===== src/rtl/jpeg_rle_pkg.sv =====
// Shared symbol kinds, FSM states and block constants for the JPEG run-length symbolizer.
package jpeg_rle_pkg;

    localparam int BLOCK_LEN = 64;
    localparam int ZRL_RUN   = 15;
    localparam int MAX_SIZE  = 11;
    localparam int INDEX_W   = $clog2(BLOCK_LEN);

    typedef enum logic [1:0] {
        SYM_AC,
        SYM_DC,
        SYM_ZRL,
        SYM_EOB
    } sym_kind_e;

    typedef enum logic [1:0] {
        ST_ACCEPT,
        ST_EMIT_ZRL,
        ST_EMIT_SYM,
        ST_EMIT_EOB
    } state_e;

    // Number of ZRL (16-zero) symbols needed ahead of a coefficient preceded by run zeros.
    function automatic logic [1:0] zrl_count(input logic [INDEX_W-1:0] run);
        return run[INDEX_W-1:4];
    endfunction

endpackage


===== src/rtl/jpeg_size_amp.sv =====
// Combinational JPEG magnitude category (SIZE) and right-aligned amplitude bits of a signed value.
module jpeg_size_amp #(
    parameter int IN_W   = 12,
    parameter int SIZE_W = 4,
    parameter int AMP_W  = 12
) (
    input  logic signed [IN_W-1:0]   value_i,
    output logic        [SIZE_W-1:0] size_o,
    output logic        [AMP_W-1:0]  amp_o
);

    logic [IN_W-1:0] mag;
    logic [IN_W-1:0] raw;
    logic [IN_W-1:0] mask;

    // Negative values carry (v-1), i.e. the one's complement of |v|, in their low SIZE bits.
    always_comb begin
        mag    = value_i[IN_W-1] ? -value_i : value_i;
        raw    = value_i[IN_W-1] ? (value_i - IN_W'(1)) : value_i;
        size_o = '0;
        for (int i = 0; i < IN_W; i++) begin
            if (mag[i]) begin
                size_o = SIZE_W'(i + 1);
            end
        end
        for (int i = 0; i < IN_W; i++) begin
            mask[i] = (i < int'(size_o));
        end
        amp_o = AMP_W'(raw & mask);
    end

endmodule


===== src/rtl/jpeg_rle_symbolizer.sv =====
// Turns 64 zigzag-ordered quantized coefficients per block into JPEG RUN/SIZE/amplitude symbols.
// Define JPEG_RLE_DC_DIFF_EN to encode DC as the difference from the previous block's DC.
module jpeg_rle_symbolizer
    import jpeg_rle_pkg::*;
#(
    parameter int COEF_W = 12,
    parameter int SIZE_W = 4
) (
    input  logic                     clk,
    input  logic                     rst,
    input  logic                     in_valid,
    output logic                     in_ready,
    input  logic signed [COEF_W-1:0] in_coef,
    output logic                     out_valid,
    input  logic                     out_ready,
    output logic        [3:0]        out_run,
    output logic        [SIZE_W-1:0] out_size,
    output logic        [COEF_W-1:0] out_amp,
    output logic                     out_is_dc,
    output logic                     out_is_zrl,
    output logic                     out_is_eob,
    output logic                     out_last
);

    localparam logic [INDEX_W-1:0] LAST_IDX  = INDEX_W'(BLOCK_LEN - 1);
    localparam logic [3:0]         ZRL_RUN_V = 4'(ZRL_RUN);

    state_e              state_q, state_d;
    logic [INDEX_W-1:0]  index_q, index_d;
    logic [INDEX_W-1:0]  zero_run_q, zero_run_d;
    logic [1:0]          zrl_cnt_q, zrl_cnt_d;

    logic [3:0]          pend_run_q, pend_run_d;
    logic [SIZE_W-1:0]   pend_size_q, pend_size_d;
    logic [COEF_W-1:0]   pend_amp_q, pend_amp_d;
    logic                pend_last_q, pend_last_d;

    logic                out_valid_q, out_valid_d;
    sym_kind_e           out_kind_q, out_kind_d;
    logic [3:0]          out_run_q, out_run_d;
    logic [SIZE_W-1:0]   out_size_q, out_size_d;
    logic [COEF_W-1:0]   out_amp_q, out_amp_d;
    logic                out_last_q, out_last_d;

    logic                ld_en;
    sym_kind_e           ld_kind;
    logic [3:0]          ld_run;
    logic [SIZE_W-1:0]   ld_size;
    logic [COEF_W-1:0]   ld_amp;
    logic                ld_last;

    logic                out_free;
    logic                accept;
    logic                last_idx;
    logic                coef_zero;
    logic [SIZE_W-1:0]   ac_size, dc_size;
    logic [COEF_W-1:0]   ac_amp, dc_amp;

`ifdef JPEG_RLE_DC_DIFF_EN
    localparam int DC_W = COEF_W + 1;
    logic signed [COEF_W-1:0] pred_q;
    logic signed [DC_W-1:0]   dc_value;

    assign dc_value = {in_coef[COEF_W-1], in_coef} - {pred_q[COEF_W-1], pred_q};

    // Predictor tracks the raw DC of the most recently accepted block.
    always_ff @(posedge clk or posedge rst) begin
        if (rst) begin
            pred_q <= '0;
        end else if (accept && (index_q == '0)) begin
            pred_q <= in_coef;
        end
    end
`else
    localparam int DC_W = COEF_W;
    logic signed [DC_W-1:0] dc_value;

    assign dc_value = in_coef;
`endif

    jpeg_size_amp #(
        .IN_W   (COEF_W),
        .SIZE_W (SIZE_W),
        .AMP_W  (COEF_W)
    ) u_ac_size_amp (
        .value_i (in_coef),
        .size_o  (ac_size),
        .amp_o   (ac_amp)
    );

    jpeg_size_amp #(
        .IN_W   (DC_W),
        .SIZE_W (SIZE_W),
        .AMP_W  (COEF_W)
    ) u_dc_size_amp (
        .value_i (dc_value),
        .size_o  (dc_size),
        .amp_o   (dc_amp)
    );

    assign out_free  = !out_valid_q || out_ready;
    assign in_ready  = !rst && (state_q == ST_ACCEPT) && out_free;
    assign accept    = in_valid && in_ready;
    assign last_idx  = (index_q == LAST_IDX);
    assign coef_zero = (in_coef == '0);

    // Sequencing: ld_* describes the symbol, if any, that enters the output register this cycle.
    always_comb begin
        state_d     = state_q;
        index_d     = index_q;
        zero_run_d  = zero_run_q;
        zrl_cnt_d   = zrl_cnt_q;
        pend_run_d  = pend_run_q;
        pend_size_d = pend_size_q;
        pend_amp_d  = pend_amp_q;
        pend_last_d = pend_last_q;
        ld_en       = 1'b0;
        ld_kind     = SYM_AC;
        ld_run      = '0;
        ld_size     = '0;
        ld_amp      = '0;
        ld_last     = 1'b0;

        case (state_q)
            ST_ACCEPT: begin
                if (accept) begin
                    index_d = last_idx ? '0 : (index_q + INDEX_W'(1));
                    if (index_q == '0) begin
                        ld_en   = 1'b1;
                        ld_kind = SYM_DC;
                        ld_size = dc_size;
                        ld_amp  = dc_amp;
                    end else if (coef_zero) begin
                        if (last_idx) begin
                            zero_run_d = '0;
                            state_d    = ST_EMIT_EOB;
                        end else begin
                            zero_run_d = zero_run_q + INDEX_W'(1);
                        end
                    end else begin
                        zero_run_d = '0;
                        if (zrl_count(zero_run_q) != 2'd0) begin
                            state_d     = ST_EMIT_ZRL;
                            zrl_cnt_d   = zrl_count(zero_run_q);
                            pend_run_d  = zero_run_q[3:0];
                            pend_size_d = ac_size;
                            pend_amp_d  = ac_amp;
                            pend_last_d = last_idx;
                        end else begin
                            ld_en   = 1'b1;
                            ld_kind = SYM_AC;
                            ld_run  = zero_run_q[3:0];
                            ld_size = ac_size;
                            ld_amp  = ac_amp;
                            ld_last = last_idx;
                        end
                    end
                end
            end
            ST_EMIT_ZRL: begin
                if (out_free) begin
                    ld_en     = 1'b1;
                    ld_kind   = SYM_ZRL;
                    ld_run    = ZRL_RUN_V;
                    zrl_cnt_d = zrl_cnt_q - 2'd1;
                    if (zrl_cnt_q == 2'd1) begin
                        state_d = ST_EMIT_SYM;
                    end
                end
            end
            ST_EMIT_SYM: begin
                if (out_free) begin
                    ld_en   = 1'b1;
                    ld_kind = SYM_AC;
                    ld_run  = pend_run_q;
                    ld_size = pend_size_q;
                    ld_amp  = pend_amp_q;
                    ld_last = pend_last_q;
                    state_d = ST_ACCEPT;
                end
            end
            ST_EMIT_EOB: begin
                if (out_free) begin
                    ld_en   = 1'b1;
                    ld_kind = SYM_EOB;
                    ld_last = 1'b1;
                    state_d = ST_ACCEPT;
                end
            end
            default: begin
                state_d = ST_ACCEPT;
            end
        endcase
    end

    // Output stage holds its fields until consumed; a new symbol only loads when the slot is free.
    always_comb begin
        out_valid_d = out_valid_q && !out_ready;
        out_kind_d  = out_kind_q;
        out_run_d   = out_run_q;
        out_size_d  = out_size_q;
        out_amp_d   = out_amp_q;
        out_last_d  = out_last_q;
        if (ld_en) begin
            out_valid_d = 1'b1;
            out_kind_d  = ld_kind;
            out_run_d   = ld_run;
            out_size_d  = ld_size;
            out_amp_d   = ld_amp;
            out_last_d  = ld_last;
        end
    end

    always_ff @(posedge clk or posedge rst) begin
        if (rst) begin
            state_q     <= ST_ACCEPT;
            index_q     <= '0;
            zero_run_q  <= '0;
            zrl_cnt_q   <= '0;
            pend_run_q  <= '0;
            pend_size_q <= '0;
            pend_amp_q  <= '0;
            pend_last_q <= 1'b0;
            out_valid_q <= 1'b0;
            out_kind_q  <= SYM_AC;
            out_run_q   <= '0;
            out_size_q  <= '0;
            out_amp_q   <= '0;
            out_last_q  <= 1'b0;
        end else begin
            state_q     <= state_d;
            index_q     <= index_d;
            zero_run_q  <= zero_run_d;
            zrl_cnt_q   <= zrl_cnt_d;
            pend_run_q  <= pend_run_d;
            pend_size_q <= pend_size_d;
            pend_amp_q  <= pend_amp_d;
            pend_last_q <= pend_last_d;
            out_valid_q <= out_valid_d;
            out_kind_q  <= out_kind_d;
            out_run_q   <= out_run_d;
            out_size_q  <= out_size_d;
            out_amp_q   <= out_amp_d;
            out_last_q  <= out_last_d;
        end
    end

    assign out_valid  = out_valid_q;
    assign out_run    = out_run_q;
    assign out_size   = out_size_q;
    assign out_amp    = out_amp_q;
    assign out_last   = out_last_q;
    assign out_is_dc  = (out_kind_q == SYM_DC);
    assign out_is_zrl = (out_kind_q == SYM_ZRL);
    assign out_is_eob = (out_kind_q == SYM_EOB);

endmodule


===== config.mk =====
export PLATFORM = sky130hd
export DESIGN_NAME = jpeg_rle_symbolizer
export DESIGN_NICKNAME = d
export VERILOG_FILES = /design/src/rtl/jpeg_rle_pkg.sv /design/src/rtl/jpeg_size_amp.sv /design/src/rtl/jpeg_rle_symbolizer.sv
export SDC_FILE = /design/constraint.sdc
export NUM_CORES = 1
export LEC_CHECK = 0
export CORE_MARGIN = 1.5
export CORE_UTILIZATION = 40
export CTS_CLUSTER_SIZE = 20
export DETAILED_ROUTE_END_ITERATION = 10
export PLACE_DENSITY = 0.67
export SKIP_CTS_REPAIR_TIMING = 1
export SLEW_MARGIN = 20
export SYNTH_ARGS = -nofsm -noshare
export SYNTH_HDL_FRONTEND = slang
export SYNTH_HIERARCHICAL = 1
export SYNTH_SLANG_ARGS = --single-unit

===== constraint.sdc =====
create_clock -name clk -period 4.9 [get_ports clk]
set_input_delay 1.225 -clock clk [delete_from_list [all_inputs] [get_ports clk]]
set_output_delay 1.225 -clock clk [all_outputs]
set_load 0.01 [all_outputs]

Yosys cells after proc, flatten, opt, wreduce, memory -nomap -nowiden. Cells that the tools add are included.

Bits in registers: 61. Logic and storage cells: 140.

$add $sub $neg: 5. $lt $le $gt $ge: 12. Equal/unequal tests: 17. Multiplexer cells: 69. Bitwise logic cells: 3. Reduce and logical (&&, ||, !) cells: 20.

Operators by type and width (count): 12-bit 2-to-1 mux (7); 4-bit 2-to-1 mux (20); 2-bit 2-to-1 mux (17); 12-bit case mux with 2 select lines (1); 6-bit 2-to-1 mux (3); 3-bit by 4-bit < comparator with 1-bit output, first input constant (4); 4-bit < comparator, first input constant (4); 1-bit 2-to-1 mux (14); 6-bit by 1-bit adder with 6-bit output, second input constant (2); 12-bit AND (1); 12-bit zero test (1); 12-bit negation (1); 4-bit case mux with 3 select lines (1); 12-bit by 2-bit subtractor with 12-bit output, second input constant (1); 2-bit inequality test, second input constant (5); 2-bit equality test, second input constant (4); 1-bit by 4-bit < comparator with 1-bit output, first input constant (2); 2-bit by 4-bit < comparator with 1-bit output, first input constant (2); 2-bit case mux with 4 select lines (1); 4-bit case mux with 2 select lines (1); 7-bit AND reduction (1); 2-bit by 1-bit equality test with 1-bit output, second input constant (3); 6-bit equality test, second input constant (1); 6-bit zero test (1); 20 further kinds (28).

Depth between registers and ports, before layout.
Depth in word-level cells: 21. Gate-level depth with buffers: 13.

Hierarchy. Netlist, hierarchy kept.

Modules (own cells, without submodules): jpeg_rle_symbolizer (times used 1, cells each 312, area an instance 3288.2 um^2); jpeg_size_amp (u_dc_size_amp) (times used 1, cells each 153, area an instance 923.4 um^2); jpeg_size_amp (u_ac_size_amp) (times used 1, cells each 135, area an instance 873.3 um^2).

Worst setup path after synthesis. OpenSTA, ideal clock, no wires.

Path kind: in2reg. Start: input port in_coef[4]. End: register pend_amp_q[0]. Library setup time: 128 ps. Data arrival time: 3378 ps. Data required time: 4772 ps. Setup slack: 1395 ps. Cell stages on the path: 9. Buffers on the path: 2. Path through: buf_4 > or3_1 > buf_6 > or4_4 > a211oi_2 > a21oi_2 > nor4_4 > a31oi_1 > mux2_1.

Longest elaborated chain between the ends: 12. Elaborated cells on any way between the ends: 15.

Ends and longest elaborated chain: start: declaration (line jpeg_rle_symbolizer.sv:13) `input logic signed [COEF_W-1:0] in_coef,`; 12-bit negation (line jpeg_size_amp.sv:18) `mag = value_i[IN_W-1] ? -value_i : value_i;`; 12-bit 2-to-1 mux (*) (line jpeg_size_amp.sv:18); 4-bit 2-to-1 mux (7 in a row) (line jpeg_size_amp.sv:22) `if (mag[i]) begin`; 4-bit 2-to-1 mux (*) (line jpeg_size_amp.sv:22); 1-bit by 4-bit < comparator with 1-bit output (*) (line jpeg_size_amp.sv:27) `mask[i] = (i < int'(size_o));`; 12-bit AND (*) (line jpeg_size_amp.sv:29) `amp_o = AMP_W'(raw & mask);`; net ac_amp[0] (line jpeg_rle_symbolizer.sv:57) `logic [COEF_W-1:0] ac_amp, dc_amp;`; end signal: assignment (line jpeg_rle_symbolizer.sv:237) `pend_amp_q <= pend_amp_d;`; end: declaration (line jpeg_rle_symbolizer.sv:35) `logic [COEF_W-1:0] pend_amp_q, pend_amp_d;`.

The timed path passes the listed nets; every way through them passes the cells marked *. A chain may end at the register's enable or synchronous reset.

Worst setup path after layout.
Start: input port in_coef[0]. End: register out_amp_q[2], in the netlist out_amp[2].

Longest elaborated chain between the ends: 21. Elaborated cells on any way between the ends: 28.

Ends and longest elaborated chain: 12-bit negation (line jpeg_size_amp.sv:18); 12-bit 2-to-1 mux (line jpeg_size_amp.sv:18); 1-bit 2-to-1 mux (line jpeg_size_amp.sv:22); 2-bit 2-to-1 mux (2 in a row) (line jpeg_size_amp.sv:22); 4-bit 2-to-1 mux (9 in a row) (line jpeg_size_amp.sv:22); 2-bit by 4-bit < comparator with 1-bit output (line jpeg_size_amp.sv:27); 12-bit AND (*) (line jpeg_size_amp.sv:29); net ac_amp[2] (line jpeg_rle_symbolizer.sv:57); 12-bit 2-to-1 mux (line jpeg_rle_symbolizer.sv:142) `if (zrl_count(zero_run_q) != 2'd0) begin`; 12-bit 2-to-1 mux (line jpeg_rle_symbolizer.sv:133) `end else if (coef_zero) begin`; 12-bit 2-to-1 mux (*) (line jpeg_rle_symbolizer.sv:128) `if (index_q == '0) begin`; 12-bit 2-to-1 mux (*) (line jpeg_rle_symbolizer.sv:126) `if (accept) begin`; 12-bit case mux with 2 select lines (*) (line jpeg_rle_symbolizer.sv:124) `case (state_q)`; end signal: assignment (line jpeg_rle_symbolizer.sv:243) `out_amp_q <= out_amp_d;`; end: declaration (line jpeg_rle_symbolizer.sv:42) `logic [COEF_W-1:0] out_amp_q, out_amp_d;`.

Marks and branches as above.

==> results.md <==
* Status: completed
* Worst path top cell family by delay: compound AO/OA/AOI/OAI gates
* Final Cycle Share at 0.899
* Relative slew slack at 0.291
* DR WL/cell at roughly 18 um
* Gpl congestion at between 0.8 and 0.9
* TritonCTS clock tree: built
* Vias/cell at just over 6
* Clock buffer depth at 2
* Worst Skew at around 0.0048 ns
* Register area at ~1500 um2
* Worst r2r src: state_q[0]$_DFFE_PP0P_
* Leakage at between 2 and 2.5 nW
* Cells taking the most area after synthesis: dfrtp_1 30%, nand2_1 4.6%, mux2_1 4.4%, nor2_1 3.2%, xnor2_1 2.9%
* HPWL after DPL at 10,400 um
* R2R Path End: out_amp[1]$_DFFE_PP0P_
* Hold WS at 0.484 ns
* Num ports at 42
* Pin count of the biggest net entering global routing at 44
* Die height at ~120 um
* Clk network pwr share at 0.385
* Vias in the first global route at between 4,000 and 5,000
* Combinational power share at 0.242
* Post-route DRC at 0
* Yosys top cell area share at 0.300
* Worst-Margin Slew at ~1.1 ns
* Reg2Reg Depth at 5
* Cell Area, Placed at between 5000 and 6000 um2
* Most frequent cells in the layout: 62 x nand2_1, 61 x dfrtp_1, 44 x nor2_1
* Levels on crit path at 11
* Critical path endpoint category: flop
* CTS Sinks at between 60 and 70
* Multi-input combinational cell area at about 3200 um2
* Critical Path Start Type: input pin
* Max_cap viols at 0
* RSZ-0062 raised after global routing: false
* Tmin final at between 4 and 5 ns
* Initial antenna violation count at 0
* Post-Syn Instances at 600
* Cells along the critical path: clkdlybuf4s50_1 -> inv_1 -> ha_1 -> nor3b_1 -> nor2_1 -> xnor2_1 -> a32oi_1 -> o21ai_0 -> a311oi_1 -> mux2i_1 -> o211ai_2
* # port buffers at 41
* Count of yosys warnings during synthesis at 6
* Post-synth EDFFs at 0
* Post-Syn Area at slightly above 5000 um2
* Finished Cell Area at approximately 5900 um2
* P per Cell Area at roughly 270 nW/um2
* Share of post-route cells with drive strength above 1 at 0.131
* GR Util All Layers at 0.220
* First-pass GRT wire length at between 20,000 and 25,000 um
* Max IR drop VDD at 0.000124 V
* Most common cell after layout, fill and taps aside: nand2_1
* Synthesis-stage register bit count at around 60
* Area Growth Syn to Fin at 16.1%
* Critical path class: in -> reg
* Fill cells at 1,263
* Clk pin slew, worst setup/hold paths at roughly 0.050 ns
* CP bufs+invs at 2
* Main synth FF type: dfrtp_1
* Synth area leader: dfrtp_1
* Grt total ovfl at 0
* Routed Antenna Nets at 0
* Die extent in x at around 120 um
* N_diodes at 0
* Final net count at about 650
* Post-Syn Nets at 622
* Skew-Pair Late Insertion Delay at about 0.33 ns
* Library cells used by synthesis at 86
* Total CTS buffers at 9
* DIE AREA at about 13,000 um2
* Iter 0 DRT Violations at approximately 400
* Sequential share of the synthesized area at 0.300
* Setup crit end: out_amp[2]$_DFFE_PP0P_
* Fin Setup TNS at 0 ns
* Worst EP required at approximately 5.2 ns
* Crit path from: in_coef[0]
* Routed WL at 14,400 um
* Max Freq at between 200 and 250 MHz
* Worst R2R Setup Slack at 2.38 ns
* Sw frac at 0.294
* Total number of vias at 4,850
* Internal power at about 1.1 mW
* Starting density of the core at 0.406
* Psw at about 0.46 mW
* Avg Synthesized Cell Area at about 8.5 um2
* Core ar. at 12,500 um2
* Slew Viols, Final at 0
* First-pass DRT Iterations at 5
* Htree depth at 3
* Critical-path top delay cell: nor3b_1
* FFs w/ async S/R, synth at 1.00
* Largest fanout on the critical path at 8
* Row Count at just over 40
* CP max stage delay at around 0.86 ns
* Min-Delay Path Class: reg -> reg
* Flop pwr share at 0.373
* Final hold violation count at 0
* CP Data Arrival Time at ~4.7 ns
* Clock tree root driver cell: clkbuf_16
* Total power at between 1.5 and 2 mW
* Final setup fails at 0
* Core Util, Final at 0.472
## metrics by stage
stage / std cells / worst slack, ns
global route: 799 / 0.324
CTS: 799 / 0.563
detailed placement: 785 / 0.243
global placement: 785 / 0.434
floorplan: 600 / 1.39
finish: 799 / 0.497
## power by group through the flow
| stage | Sequential, mW | Combinational, mW | Clock, mW |
|---|---|---|---|
| after detailed placement | 0.597 | 0.377 | 0 |
| after CTS | 0.589 | 0.380 | 0.612 |
| final | 0.589 | 0.382 | 0.607 |
| after global routing | 0.595 | 0.416 | 0.633 |
| after global placement | 0.595 | 0.368 | 0 |
| after floorplan | 0.597 | 0.230 | 0 |
## state kept, by name, summed over array words and instances (netlist names)
| register | flops |
|---|---|
| out_amp | 12 |
| pend_amp_q | 12 |
| index_q | 6 |
| zero_run_q | 6 |
| out_run | 4 |
| out_size | 4 |
| pend_run_q | 4 |
| pend_size_q | 4 |
| out_kind_q | 2 |
| state_q | 2 |
| zrl_cnt_q | 2 |
| out_last | 1 |
| out_valid | 1 |
| pend_last_q | 1 |
## kinds of logic after synthesis
group,count (synthesis),share of synthesized area
and+or+nand+nor,246,0.270
AOI/OAI and AO/OA,161,0.238
buffers and inverters,66,0.0627
DFF,61,0.300
muxes,33,0.0704
xor gates and xnor gates,25,0.0431
adders and majority gates,6,0.0148
other,2,0.00148
## worst min-delay path by stage
stage / depth (start not counted) / start / endpoint / slack [ns]
after floorplan: 1 / pend_amp_q[0]$_DFFE_PP0P_ / pend_amp_q[0]$_DFFE_PP0P_ / 0.46
after global placement: 1 / pend_amp_q[2]$_DFFE_PP0P_ / pend_amp_q[2]$_DFFE_PP0P_ / 0.47
after detailed placement: 1 / pend_amp_q[3]$_DFFE_PP0P_ / pend_amp_q[3]$_DFFE_PP0P_ / 0.48
after CTS: 1 / pend_amp_q[3]$_DFFE_PP0P_ / pend_amp_q[3]$_DFFE_PP0P_ / 0.49
after global routing: 1 / pend_last_q$_DFFE_PP0P_ / pend_last_q$_DFFE_PP0P_ / 0.50
final: 1 / pend_amp_q[3]$_DFFE_PP0P_ / pend_amp_q[3]$_DFFE_PP0P_ / 0.48
## routing by layer
layer | vias to the layer above | global-route usage | share of wire
li1 | 2282 | - | -
met1 | 2352 | 0.291 | 0.43
met2 | 197 | 0.374 | 0.49
met3 | 19 | 0.0309 | 0.060
met4 | 0 | 0.0715 | 0.014
met5 | - | 0 | 0
## Yosys cell counts, drive strengths merged, types with 4 or more instances
| master | count |
|---|---|
| o21ai | 35 |
| a211oi | 9 |
| nand2b | 12 |
| or3 | 5 |
| or2 | 6 |
| a32o | 5 |
| o21bai | 4 |
| o31ai | 6 |
| o32ai | 6 |
| nand3 | 29 |
| and2 | 7 |
| nor2b | 10 |
| nand2 | 63 |
| nor2 | 46 |
| ha | 6 |
| buf | 28 |
| dfrtp | 61 |
| or4 | 4 |
| o211ai | 9 |
| mux2i | 11 |
| nor4 | 16 |
| xor2 | 8 |
| a21o | 5 |
| and3 | 7 |
| a31oi | 16 |
| o41ai | 4 |
| xnor2 | 17 |
| a221oi | 8 |
| inv | 17 |
| a221o | 6 |
| nor3b | 4 |
| a21oi | 24 |
| mux2 | 22 |
| clkbuf | 20 |
| nor3 | 28 |
## area by class of cell
type	instances	share of cell area
well taps	172	0.0365
clock buffers	12	0.0418
inverters	18	0.0114
clock inverters	2	0.00593
flip-flops and latches	61	0.259
multi-input cells	473	0.549
repair buffers	61	0.0971
## worst reg2reg max path: stages (launching register included)
cell,delay (ns)
dfrtp_1,0.60
or2_4,0.38
nor3_4,0.64
o21ai_2,0.44
nand3_1,0.23
o211ai_2,0.09
Note: power is estimated with default switching activity, not from simulation.
